--- config.mk ---
export PLATFORM = sky130hd
export DESIGN_NAME = pos_decode_unit
export DESIGN_NICKNAME = d
export VERILOG_FILES = /design/src/rtl/pos_decode_pkg.sv /design/src/rtl/pos_shift_mask.sv /design/src/rtl/pos_decode_unit.sv
export SDC_FILE = /design/constraint.sdc
export NUM_CORES = 1
export LEC_CHECK = 0
export CAP_MARGIN = 20
export CORE_ASPECT_RATIO = 1.75
export CORE_MARGIN = 2
export CORE_UTILIZATION = 44
export DETAILED_ROUTE_END_ITERATION = 8
export GPL_TIMING_DRIVEN = 0
export PLACE_DENSITY = 0.81
export REMOVE_ABC_BUFFERS = 1
export SYNTH_ARGS = -nofsm -noshare
export SYNTH_HDL_FRONTEND = slang
export SYNTH_SLANG_ARGS = --single-unit
--- constraint.sdc ---
create_clock -name clk -period 2.28 [get_ports clk]
set_clock_uncertainty 0.05 [all_clocks]
set_input_delay 0.456 -clock clk [delete_from_list [all_inputs] [get_ports clk]]
set_output_delay 0.456 -clock clk [all_outputs]
set_load 0.005 [all_outputs]
--- src/rtl/pos_decode_pkg.sv ---
// Shared definitions for the bit-position decode coprocessor.
package pos_decode_pkg;

    localparam int unsigned CODE_W   = 32;
    localparam int unsigned POS_NONE = 0;
    localparam int unsigned POS_MAX  = 32;

    localparam logic MODE_ONEHOT = 1'b0;
    localparam logic MODE_THERMO = 1'b1;

    typedef enum logic [0:0] {
        S_IDLE  = 1'b0,
        S_SHIFT = 1'b1
    } state_e;

endpackage

--- src/rtl/pos_shift_mask.sv ---
// Mask shift register: loads a single 1 in bit 0, then shifts left with a chosen fill bit.
module pos_shift_mask #(
    parameter int unsigned WIDTH = 32
) (
    input  logic             clk,
    input  logic             rst,
    input  logic             i_load,
    input  logic             i_shift,
    input  logic             i_fill,
    output logic [WIDTH-1:0] o_mask
);

    logic [WIDTH-1:0] r_mask;

    always_ff @(posedge clk) begin
        if (rst) begin
            r_mask <= '0;
        end else if (i_load) begin
            r_mask <= WIDTH'(1);
        end else if (i_shift) begin
            r_mask <= {r_mask[WIDTH-2:0], i_fill};
        end
    end

    assign o_mask = r_mask;

endmodule

--- src/rtl/pos_decode_unit.sv ---
// Start/done coprocessor turning a bit-position code into a one-hot or thermometer mask,
// building the mask one shift per cycle.
module pos_decode_unit
    import pos_decode_pkg::*;
#(
    parameter int unsigned WIDTH = 32,
    parameter int unsigned CNT_W = 6
) (
    input  logic              clk,
    input  logic              rst,
    input  logic              start,
    input  logic [CODE_W-1:0] code,
    input  logic              mode,
    output logic              busy,
    output logic              done,
    output logic              err,
    output logic [WIDTH-1:0]  out
);

    state_e           r_state;
    state_e           w_next_state;
    logic [CNT_W-1:0] r_cnt;
    logic [CNT_W-1:0] w_next_cnt;
    logic             r_mode;
    logic             w_next_mode;
    logic [WIDTH-1:0] r_out;
    logic [WIDTH-1:0] w_next_out;
    logic             r_err;
    logic             w_next_err;
    logic             r_done;
    logic             w_next_done;
    logic             r_busy;
    logic             w_load;
    logic             w_shift;
    logic [WIDTH-1:0] w_mask;
    logic [CNT_W-1:0] w_code_lo;

    // Range check looks at the full code; only the low bits feed the counter.
    assign w_code_lo = code[CNT_W-1:0];

    pos_shift_mask #(
        .WIDTH (WIDTH)
    ) u_shift_mask (
        .clk     (clk),
        .rst     (rst),
        .i_load  (w_load),
        .i_shift (w_shift),
        .i_fill  (r_mode == MODE_THERMO),
        .o_mask  (w_mask)
    );

    always_comb begin
        w_next_state = r_state;
        w_next_cnt   = r_cnt;
        w_next_mode  = r_mode;
        w_next_out   = r_out;
        w_next_err   = r_err;
        w_next_done  = 1'b0;
        w_load       = 1'b0;
        w_shift      = 1'b0;
        case (r_state)
            S_IDLE: begin
                if (start) begin
                    w_next_out = '0;
                    w_next_err = 1'b0;
                    if (code == CODE_W'(POS_NONE)) begin
                        w_next_done = 1'b1;
                    end else if (code > CODE_W'(WIDTH)) begin
                        w_next_err  = 1'b1;
                        w_next_done = 1'b1;
                    end else begin
                        w_load       = 1'b1;
                        w_next_cnt   = w_code_lo - CNT_W'(1);
                        w_next_mode  = mode;
                        w_next_state = S_SHIFT;
                    end
                end
            end
            S_SHIFT: begin
                if (r_cnt == '0) begin
                    w_next_out   = w_mask;
                    w_next_done  = 1'b1;
                    w_next_state = S_IDLE;
                end else begin
                    w_shift    = 1'b1;
                    w_next_cnt = r_cnt - CNT_W'(1);
                end
            end
            default: begin
                w_next_state = S_IDLE;
            end
        endcase
    end

    always_ff @(posedge clk) begin
        if (rst) begin
            r_state <= S_IDLE;
            r_cnt   <= '0;
            r_mode  <= MODE_ONEHOT;
            r_out   <= '0;
            r_err   <= 1'b0;
            r_done  <= 1'b0;
            r_busy  <= 1'b0;
        end else begin
            r_state <= w_next_state;
            r_cnt   <= w_next_cnt;
            r_mode  <= w_next_mode;
            r_out   <= w_next_out;
            r_err   <= w_next_err;
            r_done  <= w_next_done;
            r_busy  <= (w_next_state == S_SHIFT);
        end
    end

    assign busy = r_busy;
    assign done = r_done;
    assign err  = r_err;
    assign out  = r_out;

endmodule
Word level (Yosys, flattened, before mapping)
Cells that the tools add are included.
{"block": "totals", "regBits": 74, "latch_bits": 0, "mem_bits_rw": 0, "romBits": 0, "inputBits": 36, "output_inout_bits": 35, "wordCells": 50, "memories": 0}
{"block": "op_classes", "add_sub_neg": 2, "mul": 0, "n_div": 0, "n_lt_le_gt_ge": 1, "eq_ne": 5, "shifts": 0, "n_mux": 23, "bitwise_logic": 3, "n_reduce_logical": 8}
{"cell": "32-bit two-way mux", "count": 2}
{"cell": "32-bit case mux with 2 select lines", "count": 1}
{"cell": "32-bit by 6-bit > comparator with 1-bit output, second input constant", "count": 1}
{"cell": "32-bit logical NOT", "count": 1}
{"cell": "6-bit two-way mux", "count": 4}
{"cell": "1-bit two-way mux", "count": 13}
{"cell": "6-bit case mux with 2 select lines", "count": 1}
{"cell": "6-bit by 1-bit subtractor with 6-bit output, second input constant", "count": 2}
{"cell": "2-bit != test, second input constant", "count": 4}
{"cell": "4-bit AND reduction", "count": 2}
{"cell": "6-bit logical NOT", "count": 1}
{"cell": "1-bit case mux with 2 select lines", "count": 2}
{"cell": "2-bit AND reduction", "count": 2}
{"cell": "1-bit NOT", "count": 3}
{"cell": "2-bit by 1-bit != test with 1-bit output, second input constant", "count": 1}
{"cell": "2-bit nonzero test", "count": 1}
{"cell": "2-bit OR reduction", "count": 1}

Logic depth before layout (Yosys ltp)
Gate-level depths: netlist of run 1.
{"block": "logic_depth", "word_depth": 6, "ltp_mapped": 9, "ltp_nobuf": 6}

Hierarchy
Synthesis of run 1 repeated with hierarchy kept, for this count alone.
{"block": "unflattened", "cells_unflattened": 339, "hier_area_um2": 3037.9}
{"mod": "pos_decode_unit", "instances": 1, "cells_each": 233, "area_each_um2": 1870.5, "seq_area_each_um2": 840.8}
{"mod": "pos_shift_mask", "instances": 1, "cells_each": 106, "area_each_um2": 1167.4, "seq_area_each_um2": 640.6}

Worst setup path after synthesis of run 1
OpenSTA, ideal clock, no wires.
{"block": "synth_timing", "path_type": "register to register", "start": "register busy (netlist name)", "end": "register r_cnt[4]", "t_arrival_ns": 2.011, "required_time_ns": 2.098, "slack_ns": 0.087, "stages_incl_launch_ff": 10, "n_path_buf": 3, "synth_period_minus_slack_ns": 2.193, "path_cell_list": "dfxtp_1 > clkbuf_1 > clkbuf_1 > mux2i_1 > ha_1 > buf_1 > o211ai_1 > a32o_1 > mux2i_1 > a21oi_1"}
{"item": "end signal, assigned", "line_no": "pos_decode_unit.sv:106", "rtl": "r_cnt <= w_next_cnt;"}
{"item": "end, declared", "line_no": "pos_decode_unit.sv:22", "rtl": "logic [CNT_W-1:0] r_cnt;"}

Worst setup path after layout of run 1
{"block": "layout_timing", "start": "input port code[3]", "end": "register u_shift_mask.r_mask[11] (netlist: u_shift_mask.o_mask[11])"}
{"block": "layout_between", "elab_chain_cells": 6, "elab_cells_between_ends": 7, "classes_between": "1 x order compare; 4 x mux; 2 x reduce/logical"}
{"item": "start, declared", "line_no": "pos_decode_unit.sv:12", "rtl": "input logic [CODE_W-1:0] code,"}
{"item": "32-bit by 6-bit > comparator with 1-bit output", "line_no": "pos_decode_unit.sv:68", "rtl": "end else if (code > CODE_W'(WIDTH)) begin"}
{"item": "1-bit two-way mux", "line_no": "pos_decode_unit.sv:68"}
{"item": "1-bit two-way mux *", "line_no": "pos_decode_unit.sv:66", "rtl": "if (code == CODE_W'(POS_NONE)) begin"}
{"item": "1-bit two-way mux *", "line_no": "pos_decode_unit.sv:63", "rtl": "if (start) begin"}
{"item": "1-bit two-way mux *", "line_no": "pos_decode_unit.sv:61", "rtl": "case (r_state)"}
{"item": "2-bit OR reduction (no source line) *"}
{"item": "end signal, assigned", "line_no": "pos_shift_mask.sv:21", "rtl": "r_mask <= {r_mask[WIDTH-2:0], i_fill};"}
{"item": "end, declared", "line_no": "pos_shift_mask.sv:13", "rtl": "logic [WIDTH-1:0] r_mask;"}
Every way passes the cells marked *; elsewhere a longest branch is shown, timed or not.
A chain may end at the register's enable or synchronous reset.

==> flow_summary.yaml, run 1 <==
detailed_routing:
  wirelength_met1_um: 2640
  wl_met2_um: 3760
  final_antenna_net_count: 0
  routed_wl_um: 6860
  vias_per_cell: 5.43
  vias: 2824
  drcViolationCount: 0
  maxUsedRoutingLayer: "met4"
  drt-initial-drc-count: 156
  routedWlPerCell_um: 13.2
  dr.pass1.iters: 4
  wl_met3_um: 326
global_route:
  antenna_found_initial: 0
  grt_pass1_wl_um: 11300
  overflow: 0
  grt_max_degree: 46
  grt_pass1_vias: 2673
  grt_usage_pct: 19.0
floorplan:
  io-pin-count: 71
  initial_core_util_pct: 45.8
  die_x_um: 66.4
  fp.coreArea_um2: 6540
  rows: 39
  die_area_um2: 7510
  fp.dieH_um: 113
cells_and_area:
  syn_to_final_growth_pct: 35.9
  final_cells: 520
  fin_nets: 471
  drive_above_1_share_pct: 7.31
  finalInstanceArea_um2: 4070
  diodes: 0
critical_path:
  cp_common_cell: "a21oi_1"
  rr_startpoint: "r_cnt[2]"
  path_delay_family: "simple AND/OR/NAND/NOR gates"
  end_kind: "flop"
  cp_data_arrival_time_ns: 2.29
  cp_cell_sequence: "clkdlybuf4s50_1 > nor3_2 > a21oi_1 > nor4b_4 > or2_4 > buf_8 > a21oi_1"
  slowest_stage: "clkdlybuf4s50_1"
  cp.required_ns: 2.44
  worstSetupStartpointType: "primary input"
  worst-setup-path-type: "in2reg"
  regToRegEndpoint: "out[12]"
  r2r_cells: 6
  r2r_slack_ns: 0.14
  crit_fanout: 19
  slowest_delay_ns: 0.49
  cp_num_buf_inv: 2
place:
  place_ws_ns: -1.26
  gp_congestion: 0.842
  place_area_um2: 3700
  portBuffers: 70
  dp_cells: 503
  dp.final_hpwl_um: 4540
yosys:
  synth_area_um2: 3000
  synthDistinctLibCells: 41
  synthFlopType: "dfxtp_1"
  synth-seq-cells: 74
  syn_inst: 380
  synth_top_area_share_pct: 49.5
  yosysSeqAreaShare_pct: 49.5
  async_flop_share_pct: 0
  synthTopCellsByArea: "dfxtp_1 (49%), nand2_1 (13%), a21oi_1 (12%)"
  synth_edf_count: 0
  synth.largest_area_cell: "dfxtp_1"
  ys.warnings.count: 0
  syn-mean-instance-area_um2: 7.88
sta:
  rsz0062_at_grt: "false"
  hold_viol: 0
  fin_crit_sh_pct: 93.8
  max-slew-margin-rel_pct: 47.3
  fmax_mhz: 468
  totalNegativeSetupSlack_ns: 0
  final-max-slew-violation-count: 0
  fin_hold_ws_ns: 0.405
  final.setup.worst_slack_ns: 0.142
  min_period_ns: 2.14
  setup_viol: 0
  worst_pin_slew_ns: 0.791
clock_tree:
  cts_inserted_buffers: 9
  cts_root_buffer: "clkbuf_16"
  h-tree-depth: 3
  cts_sinks: 74
  hold_buffers: 0
  cts_tree: "built"
  clkLatencyLatePin_ns: 0.33
  path_clk_slew_ns: 0.05
  clockBufferDepth: 2
worst_hold_path:
  hold_class: "reg2reg"
  hold_end: "out[31]"
  hp-start: "u_shift_mask.o_mask[31]"
  hold_depth: 2
power:
  p_per_area_nw_per_um2: 699
  ir_drop_mv: 0.459
  leakage_nw: 1.32
job:
  maxCapViolCount: 0
outcome:
  status: "complete, no violations"
## cell type report
type                    instances  area [µm²]
clock buffers                  13         270
multi-input cells             269        1370
fillers                       569        2470
well taps                      82         103
clock inverters                 2        35.0
repair buffers                 76         795
flip-flops and latches         74        1480
inverters                       4        15.0
## worst min-delay path: stages (launching register included)
cell     delay (ns)
dfxtp_1        0.30
nand2_1        0.05
a21oi_1        0.05
## metal layers
metal  track usage, %  up-vias
li1                 -     1404
met1             20.1     1311
met2             34.1       94
met3             4.08       15
met4             9.52        0
met5                0        -
## through the flow
| step | power, mW | utilization, % |
|---|---|---|
| after global routing | 2.93 | 62.3 |
| after floorplan | 1.36 | - |
| final | 2.85 | 62.3 |
| after detailed placement | 1.46 | 56.6 |
| after CTS | 2.87 | 61.7 |
| after global placement | 1.45 | 55.8 |
## how the worst max path moves through the flow
stage          cells past startpoint                       to  startpoint
5_1_grt                            7  u_shift_mask.o_mask[11]     code[3]
4_1_cts                            5                   out[0]    r_cnt[2]
3_5_place_dp                       7  u_shift_mask.o_mask[12]       start
3_3_place_gp                       6   u_shift_mask.o_mask[9]       start
6_report                           7  u_shift_mask.o_mask[11]     code[3]
2_1_floorplan                      5  u_shift_mask.o_mask[10]        busy
## cell usage in the layout (no fill, tap or decap), types with 3 or more instances in the layout
cell type,n
a211oi_1,3
a21oi_1,69
a31oi_1,3
buf_8,4
clkbuf_16,9
clkbuf_8,3
clkdlybuf4s50_1,69
dfxtp_1,73
inv_1,4
mux2i_1,4
nand2_1,100
nand3_1,34
nor2_1,13
nor3_1,8
nor4_1,5
## timing repair
action                                  CTS  global route
setup buffers                             1             0
pin swaps                                 0             2
gates resized for setup                   5             2
endpoints found under the setup margin   40             2
## state kept, by name, summed over array words and instances (netlist names)
name and count:
busy 1, u_shift_mask.o_mask 32, r_mode 1, err 1, out 32, r_cnt 6
done 1
## cells by family (layout without fill, tap and decap cells)
family | after synthesis | in the layout | share of synthesized area, %
AOI/OAI and AO/OA | 85 | 85 | 15.5
xor gates and xnor gates | 2 | 2 | 0.585
adders and majority gates | 1 | 1 | 0.418
buffers and inverters | 37 | 95 | 5.51
DFF | 74 | 74 | 49.5
muxes | 5 | 5 | 1.71
and+or+nand+nor | 176 | 176 | 26.8
## Yosys cell counts, types with 2 or more instances
library cell and count:
dfxtp_1 74, nand2b_1 4, nor2_1 13, a31oi_1 3
a211oi_1 3, buf_2 12, a21oi_1 69, a32o_1 2
inv_1 4, nand3_1 34, nand2_1 100, clkbuf_1 15
nor4_1 6, mux2i_1 4, nor3_1 8, buf_1 4
## where the power goes
part	switching, mW	internal (mW)
combinational	0.0583	0.0752
clock	0.488	0.928
sequential	0.000845	1.30
total	0.547	2.30
(Power assumes the default switching activity.)
==> run 2: changes to the inputs <==
- CTS_CLUSTER_SIZE: default -> 12
==> results of run 2 <==
Final layout, timing and power as in run 1 (identical DEF).
==> run 3: changes to the inputs <==
- CORE_ASPECT_RATIO: 1.75 -> default
- CTS_CLUSTER_DIAMETER: default -> 80
==> flow_summary.yaml, run 3 (synthesis gave the netlist of run 1 again) <==
detailed_routing:
  dr.pass1.iters: 4
  routed_wl_um: 6760
  routedWlPerCell_um: 13.0
  vias_per_cell: 5.33
  vias: 2768
  final_antenna_net_count: 0
  drt-initial-drc-count: 128
  drcViolationCount: 0
floorplan:
  io-pin-count: 71
  fp.coreArea_um2: 6680
  die_x_um: 86.5
  initial_core_util_pct: 44.8
  rows: 30
  die_area_um2: 7480
  fp.dieH_um: 86.5
critical_path:
  critPathLaunch: "start"
  crit_fanout: 24
  worstSetupStartpointType: "primary input"
  rr_startpoint: "busy"
  crit_end: "r_cnt[4]"
  r2r_slack_ns: 0.24
  cp_num_buf_inv: 3
  cp.required_ns: 2.42
  end_kind: "flop"
  slowest_stage: "clkdlybuf4s50_1"
  cp_cell_sequence: "clkdlybuf4s50_1 > nand2b_4 > buf_16 > a31oi_1 > nor4b_4 > buf_4 > mux2i_1 > a21oi_1"
  path_delay_family: "buffers and inverters"
  cp_data_arrival_time_ns: 2.26
  r2r_cells: 7
  slowest_delay_ns: 0.51
  worst-setup-path-type: "in2reg"
  regToRegEndpoint: "r_cnt[0]"
  cp.depth: 8
clock_tree:
  cts_inserted_buffers: 9
  path_clk_slew_ns: 0.07
  cts_sinks: 74
  cts_tree: "built"
  hold_buffers: 0
  h-tree-depth: 3
  cts_root_buffer: "clkbuf_8"
  clkLatencyLatePin_ns: 0.34
  clockBufferDepth: 2
global_route:
  overflow: 0
  use_met2_pct: 31.4
  use_met1_pct: 20.9
  grt_pass1_vias: 2546
  grt_usage_pct: 18.4
  met3_usage_pct: 4.76
  grt_max_degree: 46
  busiest_layer: "met2"
  grt_pass1_wl_um: 11000
  antenna_found_initial: 0
cells_and_area:
  utilization_pct: 59.4
  layout_commonest_cell: "nand2_1"
  syn_to_final_growth_pct: 32.5
  fill_cells: 599
  multi_input_area_um2: 1370
  layout_common_cells: "nand2_1 (100), dfxtp_1 (73), a21oi_1 (69), clkdlybuf4s50_1 (69), nand3_1 (34)"
  regArea_um2: 1490
  diodes: 0
  fin_nets: 471
  drive_above_1_share_pct: 7.29
  final_cells: 519
place:
  portBuffers: 70
  place_ws_ns: -1.44
  dp.final_hpwl_um: 4620
  dp_cells: 501
  gp_congestion: 0.773
worst_hold_path:
  hold_class: "reg2reg"
sta:
  fmax_mhz: 471
  fin_hold_ws_ns: 0.413
  min_period_ns: 2.13
  worst_pin_slew_ns: 0.806
  final.setup.worst_slack_ns: 0.155
  rsz0062_at_grt: "false"
  final-max-slew-violation-count: 0
  hold_viol: 0
  totalNegativeSetupSlack_ns: 0
  fin_crit_sh_pct: 93.2
  setup_viol: 0
  max-slew-margin-rel_pct: 46.3
power:
  p_per_area_nw_per_um2: 590
  leakage_nw: 1.27
  ir_drop_mv: 0.392
job:
  maxCapViolCount: 0
outcome:
  status: "complete, no violations"
-- run 3: metrics by stage --
stage	power, mW	cell area [µm²]
2_1_floorplan	1.36	2850
3_5_place_dp	1.46	3730
3_3_place_gp	1.45	3650
4_1_cts	2.38	3930
5_1_grt	2.45	3970
6_report	2.34	3970
-- run 3: what timing repair did --
| item | in CTS | in global routing |
|---|---|---|
| resized for setup | 5 | 2 |
| buffers inserted | 1 | 0 |
| endpoints found under the setup margin | 40 | 22 |
| pin swaps | 0 | 0 |
-- run 3: power by group --
group	leakage [nW]	internal, mW	switching [mW]
registers	0.597	1.29	0.000759
clock network	0.0924	0.453	0.457
logic	0.585	0.0778	0.0601
-- run 3: cell type report --
class                   instances  area share, %
clock buffers                  12           3.91
clock inverters                 4          0.662
inverters                       4          0.378
multi-input cells             269           34.5
flip-flops and latches         74           37.4
well taps                      80           2.52
repair buffers                 76           20.6
-- run 3: how the worst min path moves through the flow --
| stage | slack, ns | end | cells after the start | start |
|---|---|---|---|---|
| final | 0.41 | u_shift_mask.o_mask[3] | 2 | u_shift_mask.o_mask[2] |
| after global routing | 0.44 | out[1] | 2 | out[1] |
| after CTS | 0.42 | u_shift_mask.o_mask[3] | 2 | u_shift_mask.o_mask[2] |
| after detailed placement | 0.41 | r_cnt[5] | 1 | r_cnt[5] |
| after global placement | 0.40 | u_shift_mask.o_mask[31] | 2 | u_shift_mask.o_mask[31] |
| after floorplan | 0.38 | out[31] | 2 | u_shift_mask.o_mask[31] |
-- run 3: worst reg2reg max path, cell delays in order (launching register included) --
cell and delay (ns):
dfxtp_4 0.48, nand2b_4 0.29, buf_16 0.19, a31oi_1 0.06, nor4b_4 0.15, buf_4 0.20
or4b_1 0.47, o21ai_1 0.09
-- run 3: metal layers --
metal  part of all wire, %  up-vias  wire [µm]
met2                    50       88       3350
met4                  0.99        0         67
met5                     0        -          0
met3                   6.9        6        463
li1                      -     1404          -
met1                    42     1270       2870
==> RTL change (config.mk and constraints of run 1) <==
Add an input register stage for `start`, `code` and `mode`, with the module's reset; this delays them by one clock.
--- a/src/rtl/pos_decode_unit.sv
+++ b/src/rtl/pos_decode_unit.sv
@@ -18,2 +18,18 @@
 );
+
+    logic start_q;
+    logic [CODE_W-1:0] code_q;
+    logic mode_q;
+
+    always_ff @(posedge clk) begin
+        if (rst) begin
+            start_q <= '0;
+            code_q  <= '0;
+            mode_q  <= '0;
+        end else begin
+            start_q <= start;
+            code_q  <= code;
+            mode_q  <= mode;
+        end
+    end
 
@@ -38,3 +54,3 @@
     // Range check looks at the full code; only the low bits feed the counter.
-    assign w_code_lo = code[CNT_W-1:0];
+    assign w_code_lo = code_q[CNT_W-1:0];
 
@@ -62,8 +78,8 @@
             S_IDLE: begin
-                if (start) begin
+                if (start_q) begin
                     w_next_out = '0;
                     w_next_err = 1'b0;
-                    if (code == CODE_W'(POS_NONE)) begin
+                    if (code_q == CODE_W'(POS_NONE)) begin
                         w_next_done = 1'b1;
-                    end else if (code > CODE_W'(WIDTH)) begin
+                    end else if (code_q > CODE_W'(WIDTH)) begin
                         w_next_err  = 1'b1;
@@ -73,3 +89,3 @@
                         w_next_cnt   = w_code_lo - CNT_W'(1);
-                        w_next_mode  = mode;
+                        w_next_mode  = mode_q;
                         w_next_state = S_SHIFT;
Check against the original RTL: not equivalent (a bounded check fails within 4 cycles, from zero or initial values and one cycle with rst high).
==> RTL change against run 1 <==
Die area rose by 34%. Worst setup slack got worse by 7.7 ps. Routed wire length rose by 21%. Final area rose by 28%. Sequential cell count rose by 34. Core utilization fell by 4.5 points. Total power rose by 24%. Global-route usage fell by 1.4 points. Worst hold slack improved by 4.1 ps. Synthesized area rose by 36%. Critical endpoint is now u_shift_mask.o_mask[1]. Largest power group is now registers.
==> RTL change: results (changes against run 1) <==
outcome: "complete, no violations"
dr.first_iter.drc_count: 125  # -20%
antennaDiodeCount: 0  # unchanged
ys_seq_area_share_pct: 53.0  # +3.6 points
worstPathArrival_ps: 2310  # +20 ps
root_buffer: "clkbuf_16"
antenna_found_initial: 0  # unchanged
p_leak_nw: 1.69  # +28%
crit_path_top_delay_cell: "or4_4"
clk_pin_slew_ps: 60
drtPass1Iterations: 4  # unchanged
grt_max_degree: 52  # +13%
grt_pass1_wl_um: 14400  # +27%
yosys_warnings: 0  # unchanged
nets: 546  # +16%
clockBufferDepth: 2  # unchanged
port_buffers: 70  # unchanged
async_flop_share_pct: 0  # unchanged
detail_route.wl_per_cell_um: 13.0  # -1.1%
ys_types: 41  # unchanged
synth.area.top_cells: "dfxtp_1 (53%), nand2_1 (9.4%), a21oi_2 (6.4%), nor2b_1 (5.5%), a21oi_1 (4.5%)"
gp_congestion: 0.689  # -18%
slowest_delay_ps: 600  # +110 ps
ir_drop_mv: 0.500  # +9.0%
drive_gt1_share_pct: 15.2  # +7.9 points
place_ws_ps: -641  # +615 ps
grt_use_total_pct: 17.6  # -1.4 points
synthTopCellsByCount: "dfxtp_1 (108), nand2_1 (102), a21oi_1 (37)"
cap_violations: 0  # unchanged
fillers: 816  # +43%
cp_max_fo: 15  # -4
hpwl_um: 5390  # +19%
yosysMostFrequentCell: "dfxtp_1"
cts_made_buffers: 9  # unchanged
drt-vias-per-instance: 5.13  # -5.6%
grt_pass1_vias: 3248  # +22%
min_path_type: "reg2reg"
insertion_delay_ps: 350  # +20 ps
worst_slew_pin_slew_ps: 684  # -108 ps
h-tree-depth: 3  # unchanged
-- RTL change: cell types whose count changed after synthesis, moves of 5 or more --
cell,delta
dfxtp_1,+34
a21oi_1,-32
buf_2,-5
a21oi_2,+30
nor2_1,-5
o21ai_0,+5
nor2b_1,+36
-- RTL change: timing repair --
action | CTS | global route
resized for setup | 9 | 1
hold endpoints to repair | 0 | 0
setup buffers | 5 | 3
pin swaps | 2 | 2
gates cloned | 2 | 0
endpoints found under the setup margin | 71 | 37
-- RTL change: layer usage --
metal	share of wire (%)	GRT usage [%]	vias to the layer above
met2	54	31.3	89
met3	5.3	4.60	21
met4	3.3	9.60	0
met5	0	0	-
li1	-	-	1631
met1	37	18.4	1510
-- RTL change: worst max-delay path, delay by kind of cell (launching register included) --
kind / cells / cell delay [ps]
flip-flops: 1 / 330
AO/OA/AOI/OAI: 2 / 220
AND/OR/NAND/NOR: 3 / 1400
-- RTL change: final cells by class --
type	instances	share of cell area, %
Tap cell	120	2.88
Timing Repair Buffer	82	16.0
Multi-Input combinational cell	305	34.3
Clock buffer	11	4.65
Clock inverter	5	0.527
Inverter	3	0.240
Sequential cell	108	41.4
-- RTL change: cell families after synthesis --
| kind of cell | share of synthesized area [%] |
|---|---|
| AND/OR/NAND/NOR | 25.0 |
| flip-flops | 53.0 |
| AO/OA/AOI/OAI | 15.2 |
| buffers and inverters | 4.91 |
| multiplexers | 1.53 |
| adder cells (fa/ha/maj) | 0.307 |
-- RTL change: power by group --
part | leakage (nW) | internal [W] | switching, W
clock | 0.135 | 0.000762 | 0.000651
combinational | 0.674 | 0.0000972 | 0.0000815
sequential | 0.880 | 0.00192 | 0.0000162
-- RTL change: through the flow --
| step | area, um^2 | std cells | total power [W] |
|---|---|---|---|
| after floorplan | 3890 | 414 | 0.00205 |
| after global placement | 4740 | 604 | 0.00215 |
| after detailed placement | 4830 | 608 | 0.00216 |
| after CTS | 5190 | 631 | 0.00357 |
| after global routing | 5220 | 634 | 0.00365 |
| final | 5220 | 634 | 0.00353 |
-- RTL change: worst paths after layout --
check / cells past startpoint / from / end / slack, ps
setup / recovery: 5 / code_q[0] / u_shift_mask.o_mask[1] / 130
hold / removal: 2 / u_shift_mask.o_mask[31] / out[31] / 410
setup reg to reg: 5 / code_q[0] / u_shift_mask.o_mask[1] / 130
hold reg to reg: 2 / u_shift_mask.o_mask[31] / out[31] / 410
